## config.mk

```make
export PLATFORM = sky130hd
export DESIGN_NAME = lb_reg_bank_flat
export DESIGN_NICKNAME = d
export VERILOG_FILES = /design/src/rtl/lb_reg_pkg.sv /design/src/rtl/lb_reg_bank_if.sv /design/src/rtl/lb_rd_pipe.sv /design/src/rtl/lb_reg_bank.sv /design/src/flat_wrapper.sv
export SDC_FILE = /design/constraint.sdc
export NUM_CORES = 1
export LEC_CHECK = 0
export ABC_CLOCK_PERIOD_IN_PS = 2670
export BUFFER_PORTS_ARGS = -buffer_cell sky130_fd_sc_hd__buf_2
export CAP_MARGIN = 10
export CORE_UTILIZATION = 30
export DETAILED_ROUTE_END_ITERATION = 7
export GPL_ROUTABILITY_DRIVEN = 0
export PLACE_DENSITY_LB_ADDON = 0.1
export SKIP_CTS_REPAIR_TIMING = 1
export SLEW_MARGIN = 20
export SYNTH_ARGS = -nofsm -noshare
export SYNTH_HDL_FRONTEND = slang
export SYNTH_SLANG_ARGS = --single-unit
```

## constraint.sdc

```tcl
create_clock -name lb_clk -period 2.67 [get_ports lb_clk]
set_clock_uncertainty 0.2 [all_clocks]
set_input_delay 0 -clock lb_clk [delete_from_list [all_inputs] [get_ports lb_clk]]
set_output_delay 0 -clock lb_clk [all_outputs]
set_load 0.01 [all_outputs]
```

## src/rtl/lb_reg_pkg.sv

```systemverilog
// Shared constants for the oscope local-bus register bank: window layout,
// fixed offsets and the legal range of the read latency.
package lb_reg_pkg;

  localparam int WIN_WORDS  = 16;
  localparam int RD_LAT_MIN = 2;
  localparam int RD_LAT_MAX = 8;
  localparam int N_REG_MAX  = 8;
  localparam int N_STAT_MAX = 5;

  localparam logic [3:0] OFF_PULSE  = 4'd8;
  localparam logic [3:0] OFF_STICKY = 4'd9;
  localparam logic [3:0] OFF_STAT0  = 4'd10;
  localparam logic [3:0] OFF_ID     = 4'd15;

endpackage

```

## src/rtl/lb_reg_bank_if.sv

```systemverilog
// Local-bus transaction signals between the base infrastructure (master)
// and an application register bank (slave).
interface lb_reg_bank_if #(
  parameter int AW = 24
) ();

  // A transaction is one cycle of lb_strobe qualified by lb_rd / lb_write;
  // there is no ready: the slave accepts every strobe, and read data comes
  // back later on lb_din, valid only in the single cycle lb_rd_valid is high.
  logic [AW-1:0] lb_addr;
  logic          lb_strobe;
  logic          lb_rd;
  logic          lb_write;
  logic [31:0]   lb_data_out;
  logic [31:0]   lb_din;
  logic          lb_rd_valid;

  modport master (
    output lb_addr, lb_strobe, lb_rd, lb_write, lb_data_out,
    input  lb_din, lb_rd_valid
  );

  modport slave (
    input  lb_addr, lb_strobe, lb_rd, lb_write, lb_data_out,
    output lb_din, lb_rd_valid
  );

endinterface

```

## src/rtl/lb_rd_pipe.sv

```systemverilog
// Fixed-length delay line for {valid, data}; data only advances with valid,
// so the output data holds its last returned value between valid cycles.
module lb_rd_pipe #(
  parameter int DEPTH = 1,
  parameter int W     = 32
) (
  input  logic         clk,
  input  logic         rst_n,
  input  logic         in_valid,
  input  logic [W-1:0] in_data,
  output logic         out_valid,
  output logic [W-1:0] out_data
);

  generate
    if (DEPTH == 0) begin : g_pass
      wire unused_ok = &{1'b0, clk, rst_n};
      assign out_valid = in_valid;
      assign out_data  = in_data;
    end else begin : g_pipe
      logic [DEPTH-1:0] v;
      logic [W-1:0]     d [DEPTH];

      always_ff @(posedge clk or negedge rst_n) begin
        if (!rst_n) begin
          v <= '0;
          for (int i = 0; i < DEPTH; i++) d[i] <= '0;
        end else begin
          v[0] <= in_valid;
          if (in_valid) d[0] <= in_data;
          for (int i = 1; i < DEPTH; i++) begin
            v[i] <= v[i-1];
            if (v[i-1]) d[i] <= d[i-1];
          end
        end
      end

      assign out_valid = v[DEPTH-1];
      assign out_data  = d[DEPTH-1];
    end
  endgenerate

endmodule

```

## src/rtl/lb_reg_bank.sv

```systemverilog
// Oscope local-bus slave: config registers with write strobes, write-one
// pulse register, sticky event register, status words and a fixed-latency read path.
module lb_reg_bank
  import lb_reg_pkg::*;
#(
  parameter int                  AW       = 24,
  parameter int                  N_REG    = 8,
  parameter int                  N_STAT   = 4,
  parameter int                  RD_LAT   = 3,
  parameter logic [AW-1:0]       BASE     = '0,
  parameter logic [32*N_REG-1:0] REG_INIT = '0,
  parameter logic [31:0]         ID_WORD  = 32'h05C0_0001
) (
  input  logic                 lb_clk,
  input  logic                 rst_n,
  lb_reg_bank_if.slave         lb,
  output logic [32*N_REG-1:0]  reg_out,
  output logic [N_REG-1:0]     reg_wstb,
  output logic [31:0]          pulse_out,
  input  logic [31:0]          event_in,
  input  logic [32*N_STAT-1:0] status_in
);

  generate
    if (N_REG < 1 || N_REG > N_REG_MAX) begin : g_bad_n_reg
      $error("lb_reg_bank: N_REG must be 1..8");
    end
    if (N_STAT < 1 || N_STAT > N_STAT_MAX) begin : g_bad_n_stat
      $error("lb_reg_bank: N_STAT must be 1..5");
    end
    if (RD_LAT < RD_LAT_MIN || RD_LAT > RD_LAT_MAX) begin : g_bad_rd_lat
      $error("lb_reg_bank: RD_LAT must be 2..8");
    end
    if ((BASE % WIN_WORDS) != 0) begin : g_bad_base
      $error("lb_reg_bank: BASE must be aligned to the 16-word window");
    end
  endgenerate

  logic        hit;
  logic [3:0]  off;
  logic        wr_en;
  logic        rd_en;
  logic [31:0] regs [N_REG];
  logic [31:0] sticky;
  logic [31:0] sticky_clr;

  assign hit   = (lb.lb_addr[AW-1:4] == BASE[AW-1:4]);
  assign off   = lb.lb_addr[3:0];
  // A strobe with both qualifiers set is a read; it must not touch any write state.
  assign wr_en = lb.lb_strobe & lb.lb_write & ~lb.lb_rd & hit;
  assign rd_en = lb.lb_strobe & lb.lb_rd;

  assign sticky_clr = (wr_en && off == OFF_STICKY) ? lb.lb_data_out : '0;

  always_ff @(posedge lb_clk or negedge rst_n) begin
    if (!rst_n) begin
      for (int i = 0; i < N_REG; i++) regs[i] <= REG_INIT[32*i +: 32];
      reg_wstb  <= '0;
      pulse_out <= '0;
      sticky    <= '0;
    end else begin
      for (int i = 0; i < N_REG; i++) begin
        reg_wstb[i] <= wr_en && (off == 4'(i));
        if (wr_en && (off == 4'(i))) regs[i] <= lb.lb_data_out;
      end
      pulse_out <= (wr_en && off == OFF_PULSE) ? lb.lb_data_out : '0;
      // Set is applied after clear so a simultaneous event is never lost.
      sticky    <= (sticky & ~sticky_clr) | event_in;
    end
  end

  for (genvar g = 0; g < N_REG; g++) begin : g_reg_out
    assign reg_out[32*g +: 32] = regs[g];
  end

  logic        rd_v1;
  logic [3:0]  rd_off1;
  logic        rd_hit1;
  logic        rd_v2;
  logic [31:0] rd_d2;
  logic [31:0] rd_mux;

  always_comb begin
    rd_mux = '0;
    if (rd_hit1) begin
      for (int i = 0; i < N_REG; i++)
        if (rd_off1 == 4'(i)) rd_mux = regs[i];
      for (int j = 0; j < N_STAT; j++)
        if (rd_off1 == 4'(int'(OFF_STAT0) + j)) rd_mux = status_in[32*j +: 32];
      if (rd_off1 == OFF_STICKY) rd_mux = sticky;
      if (rd_off1 == OFF_ID)     rd_mux = ID_WORD;
    end
  end

  always_ff @(posedge lb_clk or negedge rst_n) begin
    if (!rst_n) begin
      rd_v1   <= 1'b0;
      rd_off1 <= '0;
      rd_hit1 <= 1'b0;
      rd_v2   <= 1'b0;
      rd_d2   <= '0;
    end else begin
      rd_v1   <= rd_en;
      rd_off1 <= off;
      rd_hit1 <= hit;
      rd_v2   <= rd_v1;
      if (rd_v1) rd_d2 <= rd_mux;
    end
  end

  lb_rd_pipe #(
    .DEPTH (RD_LAT - 2),
    .W     (32)
  ) u_rd_pipe (
    .clk       (lb_clk),
    .rst_n     (rst_n),
    .in_valid  (rd_v2),
    .in_data   (rd_d2),
    .out_valid (lb.lb_rd_valid),
    .out_data  (lb.lb_din)
  );

endmodule

```

## src/flat_wrapper.sv

```systemverilog
// flat-port wrapper written by rule: the top's interface ports become plain ports
module lb_reg_bank_flat import lb_reg_pkg::*;
#(
  parameter int                  AW       = 24,
  parameter int                  N_REG    = 8,
  parameter int                  N_STAT   = 4,
  parameter int                  RD_LAT   = 3,
  parameter logic [AW-1:0]       BASE     = '0,
  parameter logic [32*N_REG-1:0] REG_INIT = '0,
  parameter logic [31:0]         ID_WORD  = 32'h05C0_0001
)
  (lb_clk, rst_n, reg_out, reg_wstb, pulse_out, event_in, status_in, lb_lb_addr, lb_lb_strobe, lb_lb_rd, lb_lb_write, lb_lb_data_out, lb_lb_din, lb_lb_rd_valid);
  lb_reg_bank_if #(.AW(AW)) lb_i ();
  input  logic lb_clk;
  input  logic rst_n;
  output logic [32*N_REG-1:0] reg_out;
  output logic [N_REG-1:0] reg_wstb;
  output logic [31:0] pulse_out;
  input  logic [31:0] event_in;
  input  logic [32*N_STAT-1:0] status_in;
  input wire logic [$bits(lb_i.lb_addr)-1:0] lb_lb_addr;
  input wire logic [$bits(lb_i.lb_strobe)-1:0] lb_lb_strobe;
  input wire logic [$bits(lb_i.lb_rd)-1:0] lb_lb_rd;
  input wire logic [$bits(lb_i.lb_write)-1:0] lb_lb_write;
  input wire logic [$bits(lb_i.lb_data_out)-1:0] lb_lb_data_out;
  output wire logic [$bits(lb_i.lb_din)-1:0] lb_lb_din;
  output wire logic [$bits(lb_i.lb_rd_valid)-1:0] lb_lb_rd_valid;
  assign lb_i.lb_addr = lb_lb_addr;
  assign lb_i.lb_strobe = lb_lb_strobe;
  assign lb_i.lb_rd = lb_lb_rd;
  assign lb_i.lb_write = lb_lb_write;
  assign lb_i.lb_data_out = lb_lb_data_out;
  assign lb_lb_din = lb_i.lb_din;
  assign lb_lb_rd_valid = lb_i.lb_rd_valid;
  lb_reg_bank #(.AW(AW), .N_REG(N_REG), .N_STAT(N_STAT), .RD_LAT(RD_LAT), .BASE(BASE), .REG_INIT(REG_INIT), .ID_WORD(ID_WORD)) u_core (.lb_clk(lb_clk), .rst_n(rst_n), .lb(lb_i), .reg_out(reg_out), .reg_wstb(reg_wstb), .pulse_out(pulse_out), .event_in(event_in), .status_in(status_in));
endmodule
```

Word-level counts from Yosys, hierarchy flattened
Cells that the tools add are included. Widths: inputs -> output; s select.

Bits in registers: 400. Bits of input ports: 221. Output and inout bits: 329. Logic and storage cells: 78.

Eq/ne operators: 22. Multiplexer cells: 17. Bitwise gates (word level): 8. Reductions and logical operators: 13.

Operators with widths (number): $mux 32 (17); $and 32x32->32 (1); $eq 4x3->1 const B (8); $eq 4x4->1 const B (8); $not 32->32 (1); $or 32x32->32 (1); $logic_not 20->1 (1); $eq 4x2->1 const B (4); $logic_and 1x1->1 (10); $eq 4x1->1 const B (2); $logic_not 4->1 (2); $and 1x1->1 (4); $not 1->1 (1).

Longest topological paths before layout
Gate-level depths: netlist (run 1).

Depth in word-level cells: 16. Depth in mapped cells: 9. Gate-level depth less buffers: 6.

By module
A second synthesis (run 1) with hierarchy kept.

Cells, all modules: 1517. Area total of the unflattened synthesis: 19715.2 µm².

By module, submodules not included: lb_reg_bank (instances 1, cells an instance 1448, area each 18345.1 µm², sequential area each 9183.8 µm²); lb_rd_pipe (instances 1, cells an instance 69, area each 1370.1 µm², sequential area each 825.8 µm²).

Least setup slack after synthesis (run 1)
OpenSTA, ideal clock, no wires.

Path kind: register -> register. Start point: register u_core.rd_off1[1]. End point: register u_core.rd_d2[5]. Library setup time: 0.121 ns. Arrival: 1.986 ns. Path slack: 0.363 ns. Stages on the path, launching flop included: 8. Period minus slack after synthesis: 2.307 ns. Cells stage by stage: dfrtp_1 > clkbuf_1 > buf_2 > buf_2 > buf_1 > mux4_2 > a221o_1 > o22a_1.

Cells in the longest elaborated chain, start to end: 16. Elaborated cells between the ends (all ways): 29. Classes of those cells: 13 x eq/ne; 15 x mux; 1 x reduce/logical.

RTL lines: start, declared (line lb_reg_bank.sv:77) `logic [3:0] rd_off1;`; start signal, assigned (line lb_reg_bank.sv:98) `rd_off1 <= '0;`; start signal, assigned (line lb_reg_bank.sv:104) `rd_off1 <= off;`; $logic_not 4->1 (line lb_reg_bank.sv:87) `if (rd_off1 == 4'(i)) rd_mux = regs[i];`; $mux 32 (8 in series) (line lb_reg_bank.sv:87); $mux 32 (4 in series) (line lb_reg_bank.sv:89) `if (rd_off1 == 4'(int'(OFF_STAT0) + j)) rd_mux = status_in[32*j +: 32];`; $mux 32 (line lb_reg_bank.sv:90) `if (rd_off1 == OFF_STICKY) rd_mux = sticky;`; $mux 32 * (line lb_reg_bank.sv:91) `if (rd_off1 == OFF_ID) rd_mux = ID_WORD;`; $mux 32 * (line lb_reg_bank.sv:85) `if (rd_hit1) begin`; end signal, assigned (line lb_reg_bank.sv:107) `if (rd_v1) rd_d2 <= rd_mux;`; end, declared (line lb_reg_bank.sv:80) `logic [31:0] rd_d2;`.

Mark *: on every way between the ends. The rest lies on a longest branch, timed or not. A chain may end at the register's enable or synchronous reset.

Worst setup path after layout (run 1)
Start point: register u_core.rd_off1[3]. End point: register u_core.rd_d2[12].

Same word-level chain as after synthesis.

==> results of run 1 <==
report_power, final:
part	total, mW	internal (mW)	switching [mW]
logic	1.54	0.659	0.877
registers	6.09	6.07	0.0191
clock network	6.85	4.10	2.75
total	14.5	10.8	3.65
logic make-up (layout without fill, tap and decap cells):
logic type             after synthesis  after routing
AO/OA/AOI/OAI                      393            393
XOR/XNOR                             1              1
buffers and inverters              177           1071
flip-flops                         400            400
multiplexers                       344            344
other                                0              6
AND/OR/NAND/NOR                    319            319
cells in the final DEF (no fill, tap or decap), drive strengths merged, types with 18 or more instances in the layout:
cell	count
dfrtp	400
mux2	306
dlygate4sd3	277
nor2	59
clkbuf	74
and2	42
o22ai	30
a21o	42
o21ai	52
a21oi	76
a211oi	18
mux2i	28
buf	681
inv	25
nor2b	28
nand2b	21
a22oi	22
o221ai	27
nand2	96
area by class of cell:
class	count	area (sq um)
antenna	6	15.01
clock buffer	74	1440
clock inverter	13	190.2
fill	6005	34980
inverter	26	97.59
multi-input combinational	1057	8543
sequential	400	10030
tap	846	1059
timing repair buffer	958	6845
worst paths after layout:
| path | startpoint | to | slack (ns) |
|---|---|---|---|
| max | u_core.rd_off1[3] | u_core.rd_d2[12] | 0.07 |
| min | lb_lb_addr[12] | u_core.rd_hit1 | -0.07 |
| max reg2reg | u_core.rd_off1[3] | u_core.rd_d2[12] | 0.07 |
| min reg2reg | u_core.rd_d2[23] | u_core.rd_d2[23] | 0.28 |
| max in group asynchronous | rst_n | u_core.reg_out[151] | 1.23 |
| min in group asynchronous | rst_n | u_core.rd_off1[2] | 0.46 |
flip-flops by register name, indices dropped and copies added (netlist names):
| name | flops |
|---|---|
| u_core.rd_off1 | 4 |
| u_core.sticky | 32 |
| u_core.u_rd_pipe.out_data | 32 |
| u_core.u_rd_pipe.out_valid | 1 |
| u_core.rd_v2 | 1 |
| u_core.rd_hit1 | 1 |
| u_core.reg_wstb | 8 |
| u_core.rd_d2 | 32 |
| u_core.pulse_out | 32 |
| u_core.rd_v1 | 1 |
| u_core.reg_out | 256 |
stage by stage:
stage / power [mW] / worst slack [ns] / instance area [sq um]
3_3_place_gp: 7.434 / -0.05433 / 23750
3_5_place_dp: 7.436 / -0.02415 / 23750
2_1_floorplan: 6.654 / 0.3633 / 19260
6_report: 14.48 / 0.06737 / 28220
4_1_cts: 14.35 / -0.05867 / 25380
5_1_grt: 14.97 / 0.008720 / 28210
metal layers:
metal	part of all wire (%)	vias up	routed length, um	global-route usage [%]
met4	2.6	2	2431	7.831
met5	0.014	-	13	0
li1	-	7761	-	-
met3	5.9	142	5518	5.258
met2	48	677	44690	44.42
met1	43	9131	40170	36.44
worst reg2reg max path: stages, from the launching register on:
cell	delay, ns
dfrtp_4	0.56
nor4bb_1	0.39
buf_4	0.25
and2_1	0.14
o221ai_1	0.13
a2111oi_1	0.54
buf_4	0.19
a221o_1	0.13
==> impl_results.md, run 1 <==
- Post-Synth Simple-Gate Area: 8.933%
- Chip height: 255.4 um
- Vias per Instance: 5.241
- EDFF count, synth: 0
- Lkg Pwr: 14.14 nW
- Crit. End Element: register
- Commonest cells in the netlist: dfrtp_1, mux2_2, nand2_1, clkbuf_1, a21oi_1
- Setup violation total in the final timing report: 0
- Gr ovfl total: 0
- Syn avg cell area: 11.79 sq um
- RSZ-0062 raised after global routing: false
- Slew headroom: 49.91%
- Adder-Cell Fraction of Synth Area: 0%
- Max cap viols: 0
- Hold WS: -0.06969 ns
- Slew Limit Fails: 0
- CTS buffer count: 49
- Max VDD drop: 0.3561 mV
- Post-synthesis compound-gate area fraction: 14.42%
- Layout cells sized above 1: 43.24%
- Placed instance count: 3,008
- Fin nets: 2,713
- Critical path class: reg -> reg
- Worst slew pin tran: 0.7514 ns
- Core box area: 63,200 sq um
- Syn nets: 1,855
- CP most frequent cell: buf_4
- Num ports: 550
- Post-synthesis sequential area ratio: 51.98%
- Util after Layout: 44.65%
- Worst skew pair latency: 0.62 ns
- First-pass GRT wire length: 128,600 um
- Vias in the first global route: 17,107
- Critical-path cell list: nor4bb_1, buf_4, and2_1, o221ai_1, a2111oi_1, buf_4, a221o_1
- Largest delay share family, worst path: compound AO/OA/AOI/OAI gates
- Post-Synth XOR/XNOR Area: 0.04548%
- FFs w/ async S/R, synth: 100.0%
- H-tree depth: 2
- Multiplexer share of the synthesized area: 20.52%
- Post-synth top flop: dfrtp_1
- Clk sinks: 400
- Initial Utilization: 30.47%
- Largest net degree at the start of global routing: 71
- Synth-to-Final Area Change: 46.51%
- PwrDens: 513.1 nW/um^2
- Vias: 17,713
- Arr. time, crit path: 2.94 ns
- Worst-path fanout max: 9
- Root Driver: clkbuf_16
- Post-DP HPWL: 67,230 um
- WP depth: 7
- Port-buffer cells: 549
- Setup TNS: 0 ns
- Initial antenna violation count: 8
- Final hold viol count: 1
- Largest family of logic cells by synthesized area: multiplexers
- Failing checks: hold timing
- Full die area: 65,210 sq um
- ANT nets after route: 0
- CP startpoint kind: register
- Rows: 92
- Tcrit/Tclk final: 97.48%
- Synth Instances: 1,634
- Hold depth: 5
- Final wirelength: 92,830 um
- Tot GR Track Use: 27.19%
- Worst hold path type: in -> reg
- Required time worst endpoint: 3.00 ns
- Die X: 255.4 um
- Post-Syn Area: 19,260 sq um
- CTS max path bufs: 3
- Post-Layout Cell Count: 3,380
- Post-layout min period: 2.603 ns
- Pre-Repair DR Iteration Count: 7
- Most common cell in the netlist: dfrtp_1
- Synth unique cells: 71
- R2R depth: 7
- Avg WL per Cell: 27.46 um
- DRC Markers: 0
- Area leader, netlist: dfrtp_1
- CP max stage delay: 0.56 ns
- Synth warn: 0
- Number of DRC markers in iteration 0: 1,178
- Critical path's slowest cell: dfrtp_4
- Synth area leaders: dfrtp_1, mux2_2, a21oi_1
- Max Clk Rate: 384.2 MHz
- Top cell type's share of synthesized area: 51.98%
- Buf+Inv Stages, Crit Path: 2
- Status: finished, violations left
- TritonCTS clock tree: yes
- Synthesized flop and latch total: 400
- Clk slew on worst S/H paths: 0.06 ns
Note: power is estimated with default switching activity, not from simulation.
==> run 2, diff against run 1 <==
--- a/config.mk
+++ b/config.mk
@@ -5,6 +5,7 @@
 export SDC_FILE = /design/constraint.sdc
 export NUM_CORES = 1
 export LEC_CHECK = 0
+export ABC_AREA = 1
 export ABC_CLOCK_PERIOD_IN_PS = 2670
 export BUFFER_PORTS_ARGS = -buffer_cell sky130_fd_sc_hd__buf_2
 export CAP_MARGIN = 10
==> impl_results.md, run 2 <==
- Combinational share of power: 7.3%
- Port-buffer cells: 549
- Post-DP HPWL: 58,550 um
- Worst-path fanout max: 21
- Gr ovfl total: 0
- Number of DRC markers in iteration 0: 1,014
- Full die area: 60,750 sq um
- Vias: 18,041
- Critical path class: in -> reg
- Largest net degree at the start of global routing: 72
- Post-synth top flop: dfrtp_1
- Critical path's slowest cell: dlygate4sd3_1
- Synth-to-Final Area Change: 46.40%
- Rows: 89
- Initial antenna violation count: 3
- Die X: 246.5 um
- Layout cells sized above 1: 25.75%
- Most frequent cells in the layout: nand2_1, buf_2, dfrtp_1, dlygate4sd3_1, o21ai_0
- Post-synthesis sequential area ratio: 55.83%
- TritonCTS clock tree: yes
- Max reg flops: 256
- Synth area leaders: dfrtp_1, nand2_1, o21ai_0
- Core box area: 59,020 sq um
- Synth warn: 0
- Clock Power Share: 50.5%
- Final Cell Area: 26,250 sq um
- First-pass GRT wire length: 111,100 um
- Critical-path cell list: dlygate4sd3_1, buf_2, nor4_1, nor3b_2, and2_2, buf_4, nand3_1, a21o_1, dlygate4sd3_1
- Clk sinks: 400
- Post-layout min period: 2.617 ns
- Slew headroom: 54.22%
- Worst hold path type: in -> reg
- PwrDens: 549.5 nW/um^2
- Slew Limit Fails: 0
- Commonest cells in the netlist: nand2_1, dfrtp_1, o21ai_0, nor2_1, inv_1
- Final wirelength: 80,620 um
- Worst skew pair latency: 0.60 ns
- Pre-Repair DR Iteration Count: 5
- Max Clk Rate: 382.1 MHz
- Most common cell in the netlist: nand2_1
- Crit. End Element: register
- Cell Int Power: 11.12 mW
- Arr. time, crit path: 2.86 ns
- Placed instance count: 3,422
- CP most frequent cell: dlygate4sd3_1
- Post-Syn Area: 17,930 sq um
- ANT nets after route: 0
- Synth unique cells: 29
- Switching Fraction: 22.93%
- Top cell type's share of synthesized area: 55.83%
- Syn nets: 2,370
- Fin nets: 3,191
- CTS buffer count: 48
- Initial Utilization: 30.38%
- Final hold viol count: 0
- Chip height: 246.5 um
- Required time worst endpoint: 2.91 ns
- Status: finished, final reports clean
- Sequential power share: 42.1%
- H-tree depth: 2
- Sw Pwr: 3.308 mW
- CTS max path bufs: 3
- Tot GR Track Use: 24.89%
- Largest delay share family, worst path: buffers and inverters
- Vias in the first global route: 17,012
- Avg WL per Cell: 21.33 um
- FILL cells: 5,955
- Lkg Pwr: 13.58 nW
- Root Driver: clkbuf_16
- EDFF count, synth: 0
- Synthesized flop and latch total: 400
- Placed cell areas: 21,760 sq um
- Tcrit/Tclk final: 98.03%
- Vias per Instance: 4.773
- CP max stage delay: 0.56 ns
- Syn avg cell area: 8.343 sq um
- DRC Markers: 0
- CP startpoint kind: input port
- Setup violation total in the final timing report: 0
- Num ports: 550
- Most common cell after layout, fill and taps aside: nand2_1
- Max cap viols: 0
- FFs w/ async S/R, synth: 100.0%
- Worst slew pin tran: 0.6868 ns
- Max VDD drop: 0.4406 mV
- Buf+Inv Stages, Crit Path: 4
- Area leader, netlist: dfrtp_1
- Synth Instances: 2,149
- Post-Layout Cell Count: 3,780
- Clk slew on worst S/H paths: 0.06 ns
## run 2: cell count changes after synthesis, moves of 30 or more
cell	before	now
o21ai_0	52	200
nand3_1	12	70
clkbuf_1	93	57
nand4_1	5	64
nand2_1	96	731
a21oi_1	76	36
inv_1	22	166
o22ai_1	30	0
o21ai_1	0	84
and2_1	41	1
mux2_2	293	32
nor2_1	59	171
## run 2: power groups by stage
stage	sequential [mW]	combinational, mW	clock, mW
5_1_grt	6.07	1.15	7.69
6_report	6.07	1.06	7.29
4_1_cts	6.07	0.788	7.46
3_3_place_gp	6.18	0.783	0
2_1_floorplan	6.18	0.232	0
3_5_place_dp	6.18	0.785	0
## run 2: path summary, 6_finish.rpt
path | start | to | slack (ns) | cells after the start
max | lb_lb_addr[4] | u_core.sticky[6] | 0.05 | 9
min | lb_lb_addr[11] | u_core.rd_hit1 | 0.03 | 5
max reg2reg | u_core.rd_off1[1] | u_core.rd_d2[7] | 0.15 | 13
min reg2reg | u_core.rd_v1 | u_core.rd_v2 | 0.20 | 0
max in group asynchronous | rst_n | u_core.rd_d2[15] | 1.37 | 4
min in group asynchronous | rst_n | u_core.sticky[0] | 0.52 | 4
## run 2: cell families (layout without fill, tap and decap cells)
group | after synthesis | in the layout | share of synthesized area (%)
mux | 32 | 32 | 2.010
other cells | 0 | 1 | 0
buf+inv | 275 | 1132 | 6.615
simple gates | 1090 | 1090 | 25.28
compound gates | 352 | 352 | 10.27
flops | 400 | 400 | 55.83
## run 2: per-layer routing
layer	share of wire [%]	vias up	global-route usage, %
met2	51	579	43.89
met1	39	8774	29.04
met5	0.016	-	0
met4	3.0	2	7.916
li1	-	8539	-
met3	6.9	147	6.830
## run 2: layout make-up
cell class,instances,area (sq um),share of cell area (%)
antenna,1,2.502,0.009533
multi-input combinational,1474,6778,25.82
tap,773,967.2,3.685
sequential,400,10010,38.13
clock buffer,69,1433,5.458
timing repair buffer,877,6103,23.25
clock inverter,17,321.6,1.225
inverter,169,634.4,2.417
## run 2: stage by stage
| stage | TNS (ns) | hold WS (ns) | worst slack (ns) | total power [mW] | utilization, % |
|---|---|---|---|---|---|
| floorplan | 0 | -0.4956 | 0.7981 | 6.416 | - |
| global placement | 0 | -0.1526 | 0.2381 | 6.965 | 36.87 |
| detailed placement | 0 | -0.1538 | 0.1861 | 6.967 | 36.87 |
| CTS | 0 | -0.7939 | 0.1346 | 14.32 | 39.85 |
| global route | -0.1779 | 0.04352 | -0.03055 | 14.91 | 44.48 |
| finish | 0 | 0.03003 | 0.05268 | 14.42 | 44.48 |
## run 2: worst reg2reg max path, stage by stage (launching register included)
cell,delay (ns)
dfrtp_1,0.42
inv_1,0.12
nand2_1,0.10
buf_4,0.19
nor2_4,0.13
buf_12,0.22
inv_1,0.10
or2_2,0.27
nand2_1,0.10
nand3_1,0.08
nand2_1,0.16
nand4_1,0.15
nand2_1,0.09
nand2_1,0.05
